`config.mk`:
```
export PLATFORM = sky130hd
export DESIGN_NAME = arm_imm_encoder_flat
export DESIGN_NICKNAME = d
export VERILOG_FILES = /design/src/rtl/arm_imm_encoder_if.sv /design/src/rtl/arm_imm_encoder.sv /design/src/flat_wrapper.sv
export SDC_FILE = /design/constraint.sdc
export NUM_CORES = 1
export LEC_CHECK = 0
export BUFFER_PORTS_ARGS = -buffer_cell sky130_fd_sc_hd__buf_2
export CORE_ASPECT_RATIO = 0.6
export CORE_MARGIN = 1
export CORE_UTILIZATION = 35
export CTS_BUF_LIST = sky130_fd_sc_hd__clkbuf_4 sky130_fd_sc_hd__clkbuf_8
export DETAILED_ROUTE_END_ITERATION = 12
export GPL_TIMING_DRIVEN = 1
export HOLD_SLACK_MARGIN = 0.12
export SLEW_MARGIN = 20
export SYNTH_ARGS = -nofsm -noshare
export SYNTH_HDL_FRONTEND = slang
export SYNTH_SLANG_ARGS = --single-unit
```
`constraint.sdc`:
```
create_clock -name clk -period 3.7 [get_ports clk]
set_clock_uncertainty 0.2 [all_clocks]
set_input_delay 0.74 -clock clk [delete_from_list [all_inputs] [get_ports clk]]
set_output_delay 0.74 -clock clk [all_outputs]
set_load 0.03 [all_outputs]
```
`src/rtl/arm_imm_encoder_if.sv`:
```
// Request/result bundle for arm_imm_encoder: start/value in, encoded operand-2 fields out.
interface arm_imm_encoder_if;
    logic        start;
    logic [31:0] value;
    logic        busy;
    logic        done;
    logic        valid;
    logic [7:0]  imm8;
    logic [3:0]  rot;
    logic [11:0] operand12;
    logic        inverted;
    logic        carry;
    logic        cin_pass;

    modport master (
        output start, value,
        input  busy, done, valid, imm8, rot, operand12, inverted, carry, cin_pass
    );

    modport slave (
        input  start, value,
        output busy, done, valid, imm8, rot, operand12, inverted, carry, cin_pass
    );
endinterface

```
`src/rtl/arm_imm_encoder.sv`:
```
// Finds the canonical ARM rotated immediate {rot, imm8} for a 32-bit value, one rotation per clock.
// Latency r+1 cycles (1..16); start is ignored outside IDLE. ARM_IMM_ENC_INVERT_EN adds the ~value (MVN/BIC) search.
module arm_imm_encoder (
    input  logic              clk,
    input  logic              reset,
    arm_imm_encoder_if.slave  bus
);
    typedef enum logic [1:0] {IDLE, SEARCH, DONE} state_t;

    state_t      state, state_nxt;
    logic [31:0] val_q;
    logic [3:0]  r;
    logic [31:0] cand_p;
    logic        hit_p;
    logic        hit;
    logic        valid_q;
    logic [7:0]  imm8_q;
    logic [3:0]  rot_q;
    logic        carry_c;

    function automatic logic [31:0] rol32(input logic [31:0] x, input logic [4:0] sh);
        return (sh == 5'd0) ? x : ((x << sh) | (x >> (6'd32 - {1'b0, sh})));
    endfunction

    assign cand_p = rol32(val_q, {r, 1'b0});
    assign hit_p  = (cand_p[31:8] == 24'd0);

`ifdef ARM_IMM_ENC_INVERT_EN
    logic [31:0] cand_n;
    logic        hit_n;
    logic        inv_q;
    assign cand_n       = rol32(~val_q, {r, 1'b0});
    assign hit_n        = (cand_n[31:8] == 24'd0);
    assign hit          = hit_p | hit_n;
    assign bus.inverted = inv_q;
`else
    assign hit          = hit_p;
    assign bus.inverted = 1'b0;
`endif

    always_ff @(posedge clk or posedge reset) begin
        if (reset) begin
            state <= IDLE;
        end else begin
            state <= state_nxt;
        end
    end

    always_comb begin
        state_nxt = state;
        case (state)
            IDLE:    if (bus.start) state_nxt = SEARCH;
            SEARCH:  if (hit || r == 4'd15) state_nxt = DONE;
            DONE:    state_nxt = IDLE;
            default: state_nxt = IDLE;
        endcase
    end

    always_ff @(posedge clk or posedge reset) begin
        if (reset) begin
            val_q   <= 32'd0;
            r       <= 4'd0;
            valid_q <= 1'b0;
            imm8_q  <= 8'd0;
            rot_q   <= 4'd0;
`ifdef ARM_IMM_ENC_INVERT_EN
            inv_q   <= 1'b0;
`endif
        end else if (state == IDLE && bus.start) begin
            val_q <= bus.value;
            r     <= 4'd0;
        end else if (state == SEARCH) begin
            // Plain form wins over inverted form at the same rotation.
            if (hit_p) begin
                valid_q <= 1'b1;
                imm8_q  <= cand_p[7:0];
                rot_q   <= r;
`ifdef ARM_IMM_ENC_INVERT_EN
                inv_q   <= 1'b0;
            end else if (hit_n) begin
                valid_q <= 1'b1;
                imm8_q  <= cand_n[7:0];
                rot_q   <= r;
                inv_q   <= 1'b1;
`endif
            end else if (r == 4'd15) begin
                valid_q <= 1'b0;
                imm8_q  <= 8'd0;
                rot_q   <= 4'd0;
`ifdef ARM_IMM_ENC_INVERT_EN
                inv_q   <= 1'b0;
`endif
            end else begin
                r <= r + 4'd1;
            end
        end
    end

    // Bit 31 of ROR(imm8, 2*rot) lands inside imm8 only for rot 1..4, at bit 2*rot-1.
    always_comb begin
        carry_c = 1'b0;
        case (rot_q)
            4'd1:    carry_c = imm8_q[1];
            4'd2:    carry_c = imm8_q[3];
            4'd3:    carry_c = imm8_q[5];
            4'd4:    carry_c = imm8_q[7];
            default: carry_c = 1'b0;
        endcase
    end

    assign bus.busy      = (state == SEARCH);
    assign bus.done      = (state == DONE);
    assign bus.valid     = valid_q;
    assign bus.imm8      = imm8_q;
    assign bus.rot       = rot_q;
    assign bus.operand12 = {rot_q, imm8_q};
    assign bus.carry     = carry_c;
    assign bus.cin_pass  = (rot_q == 4'd0);
endmodule

```
`src/flat_wrapper.sv`:
```
// flat-port wrapper written by rule: the top's interface ports become plain ports
module arm_imm_encoder_flat 
  (clk, reset, bus_start, bus_value, bus_busy, bus_done, bus_valid, bus_imm8, bus_rot, bus_operand12, bus_inverted, bus_carry, bus_cin_pass);
  arm_imm_encoder_if bus_i ();
  input  logic clk;
  input  logic reset;
  input wire logic [$bits(bus_i.start)-1:0] bus_start;
  input wire logic [$bits(bus_i.value)-1:0] bus_value;
  output wire logic [$bits(bus_i.busy)-1:0] bus_busy;
  output wire logic [$bits(bus_i.done)-1:0] bus_done;
  output wire logic [$bits(bus_i.valid)-1:0] bus_valid;
  output wire logic [$bits(bus_i.imm8)-1:0] bus_imm8;
  output wire logic [$bits(bus_i.rot)-1:0] bus_rot;
  output wire logic [$bits(bus_i.operand12)-1:0] bus_operand12;
  output wire logic [$bits(bus_i.inverted)-1:0] bus_inverted;
  output wire logic [$bits(bus_i.carry)-1:0] bus_carry;
  output wire logic [$bits(bus_i.cin_pass)-1:0] bus_cin_pass;
  assign bus_i.start = bus_start;
  assign bus_i.value = bus_value;
  assign bus_busy = bus_i.busy;
  assign bus_done = bus_i.done;
  assign bus_valid = bus_i.valid;
  assign bus_imm8 = bus_i.imm8;
  assign bus_rot = bus_i.rot;
  assign bus_operand12 = bus_i.operand12;
  assign bus_inverted = bus_i.inverted;
  assign bus_carry = bus_i.carry;
  assign bus_cin_pass = bus_i.cin_pass;
  arm_imm_encoder u_core (.clk(clk), .reset(reset), .bus(bus_i));
endmodule
```
==> flow_metrics.tcl <==
set metrics [dict create \
    run_status "finished clean" \
    hpwlAfterDp_mm 12.4 \
    setup_ws_ps 127 \
    hp-class "reg2reg" \
    synth_edf_count 0 \
    tritoncts "yes" \
    ys_top_cells_by_area "dfrtp_1 26%, mux4_2 16%, nand2_1 8.9%, buf_4 3.0%, mux2i_1 2.8%" \
    drt_drc_violations_left 0 \
    syn_nets 601 \
    max_slew_margin_pct 41.2 \
    cts_buffer_depth 2 \
    syn_inst 564 \
    cp_top_family "simple AND/OR/NAND/NOR gates" \
    synth_top_area_share_pct 25.6 \
    path_cells "inv_2 -> ha_2 -> buf_4 -> or3b_2 -> nor3_2 -> o21bai_1 -> a211oi_1 -> nor4_1 -> and4_4 -> nand3_1 -> a21o_4 -> o2bb2ai_1" \
    yosysTopAreaCell "dfrtp_1" \
    ys_ff_latch 51 \
    first_pass_iters 5 \
    vias 4883 \
    synthMuxAreaShare_pct 21.0 \
    coreArea_um2 13800 \
    synthSimpleGateAreaFrac_pct 24.9 \
    pin_count 65 \
    hold_viol_final 0 \
    ys_seq_area_share_pct 25.6 \
    wl_mm 17.3 \
    synth-xor-area-share_pct 0.703 \
    grt_pass1_vias 4576 \
    drive_gt1_share_pct 30.4 \
    synthAdderAreaFrac_pct 0.502 \
    first_iter_violations 547 \
    wire_per_inst_um 21.9 \
    gr-total-overflow 0 \
    yosys_warnings 0 \
    max_slew.worst_pin.slew_ps 880 \
    via_per_inst 6.18 \
    grt_usage_pct 24.6 \
    final_nets 635 \
    final_cells 790 \
    setup_violations 0 \
    critPathLaunchType "flip-flop" \
    synthFlopType "dfrtp_1" \
    synth_top_family_by_area "simple AND/OR/NAND/NOR gates" \
    fin_crit_ps 3570 \
    n_fill_cell 1405 \
    hold_ws_ps 309 \
    syn2layout_area_growth_pct 13.1 \
    final_cell_mix "118 x nand2_1, 63 x buf_2, 50 x dfrtp_1" \
    cts_root_buf "clkbuf_8" \
    die_x_um 156 \
    finalSetupTns_ps 0 \
    cp_slowest_cell "or3b_2" \
    dieArea_um2 14700 \
    synth_compound_area_share_pct 17.6 \
    clk_latency_ps 310 \
    clock.fmax_ghz 0.280 \
    num_rows 33 \
    initial_utilization_pct 36.1 \
    slew_viol_final 0 \
    grt_pass1_wl_mm 27.4 \
    synth_area_um2 4980 \
    path_class "reg2reg" \
    fin_crit_sh_pct 96.6 \
    numPortBuffers 63 \
    clkTransAtPathRegs_ps 100 \
    rsz0062_at_grt "no" \
    grt_start_max_net_pins 95 \
    htree_levels 2 \
    ant_nets 0 \
    die_h_um 94.4 \
    async_reset_ff_share_pct 100 \
    slowest_delay_ps 560 \
    end_kind "flip-flop" \
    maxCapViolCount 0 \
    worstPathArrival_ps 3570 \
    n_antenna_cell 0 \
    required_ps 3690 \
    final_common_cell "nand2_1" \
    ys_types 71 \
    dpl.cell_count 781 \
    path_buf_inv 2 \
    place.gp.congestion 0.973 \
    cts_buffers 5 \
    cts.sinks 51 \
    antenna_found_initial 0 \
    dp_slack_ps 25.5 \
    avgSynthCellArea_um2 8.84 \
    cp_max_fo 18 \
]
cell type report:
cell class                 count  area, um2  area share, %
clock buffer                   6       76.3           1.35
sequential                    51       1280           22.7
multi-input combinational    427       3300           58.5
timing repair buffer         105        681           12.1
tap                          192        240           4.26
clock inverter                 1       30.0          0.533
inverter                       8       31.3          0.555
layer usage:
metal  up-vias  GRT usage [%]  part of all wire, %
li1       2166              -                    -
met1      2357           36.5                   44
met2       321           34.5                   40
met3        39           8.31                   14
met4         0           3.51                  1.5
met5         -              0                    0
cells by family (layout without fill, tap and decap cells):
family | Yosys count | after routing
buffers and inverters | 86 | 120
adders and majority gates | 2 | 2
xor gates and xnor gates | 4 | 4
and+or+nand+nor | 243 | 243
other | 1 | 1
DFF | 51 | 51
AOI/OAI and AO/OA | 121 | 121
muxes | 56 | 56
synthesized netlist by cell type (4+ instances only):
cell       count
buf_6          7
buf_1          5
buf_4         20
o22ai_1        7
mux2i_1       14
nor3_1        15
o2bb2ai_1     14
o41ai_1        4
nand3_1        5
a211oi_1       7
dfrtp_1       51
mux4_2        36
a21oi_1       20
o21ai_0       20
o31a_1         4
inv_1          6
or3_1          5
buf_2         19
nor4b_1       15
mux2_2         4
nor4bb_1       7
nor4_1        15
nand4_1        4
nor2_1        29
nand2_1      118
a31oi_1        4
clkbuf_1      26
or2_2          5
and3_1         6
o211ai_1       5
stage by stage:
step,utilization [%],area (um2)
after global routing,40.9,5640
after CTS,40.1,5530
after detailed placement,39.3,5420
final,40.9,5640
after floorplan,-,4980
after global placement,39.3,5420
sequential cells by signal, summed over array words and instances, names as in the netlist:
name	count
u_core.r	4
u_core.bus.rot	4
u_core.state	2
u_core.val_q	32
u_core.bus.imm8	8
u_core.bus.valid	1
repair_timing:
| action | CTS | global route |
|---|---|---|
| setup buffers | 0 | 1 |
| gates resized for setup | 0 | 18 |
| hold buffers | 0 | 0 |
| endpoints found under the setup margin | 0 | 19 |
tightest hold or removal path, cell delays in order, from the launching register on:
cell     delay (ps)
dfrtp_1         350
o21ai_0          70
nand2_1          60
path summary, 6_finish.rpt:
path | endpoint | start | slack [ps] | depth (start not counted)
max reg2reg | u_core.bus.rot[3] | u_core.r[0] | 130 | 12
min reg2reg | u_core.bus.valid | u_core.bus.valid | 310 | 2
min | u_core.bus.valid | u_core.bus.valid | 310 | 2
min in group asynchronous | u_core.bus.imm8[7] | reset | 370 | 2
max | u_core.bus.rot[3] | u_core.r[0] | 130 | 12
max in group asynchronous | u_core.r[0] | reset | 2330 | 2
Power is left out: the tool's default activity adds up to more than one toggle a clock period on the data nets, which glitch-free logic cannot reach.
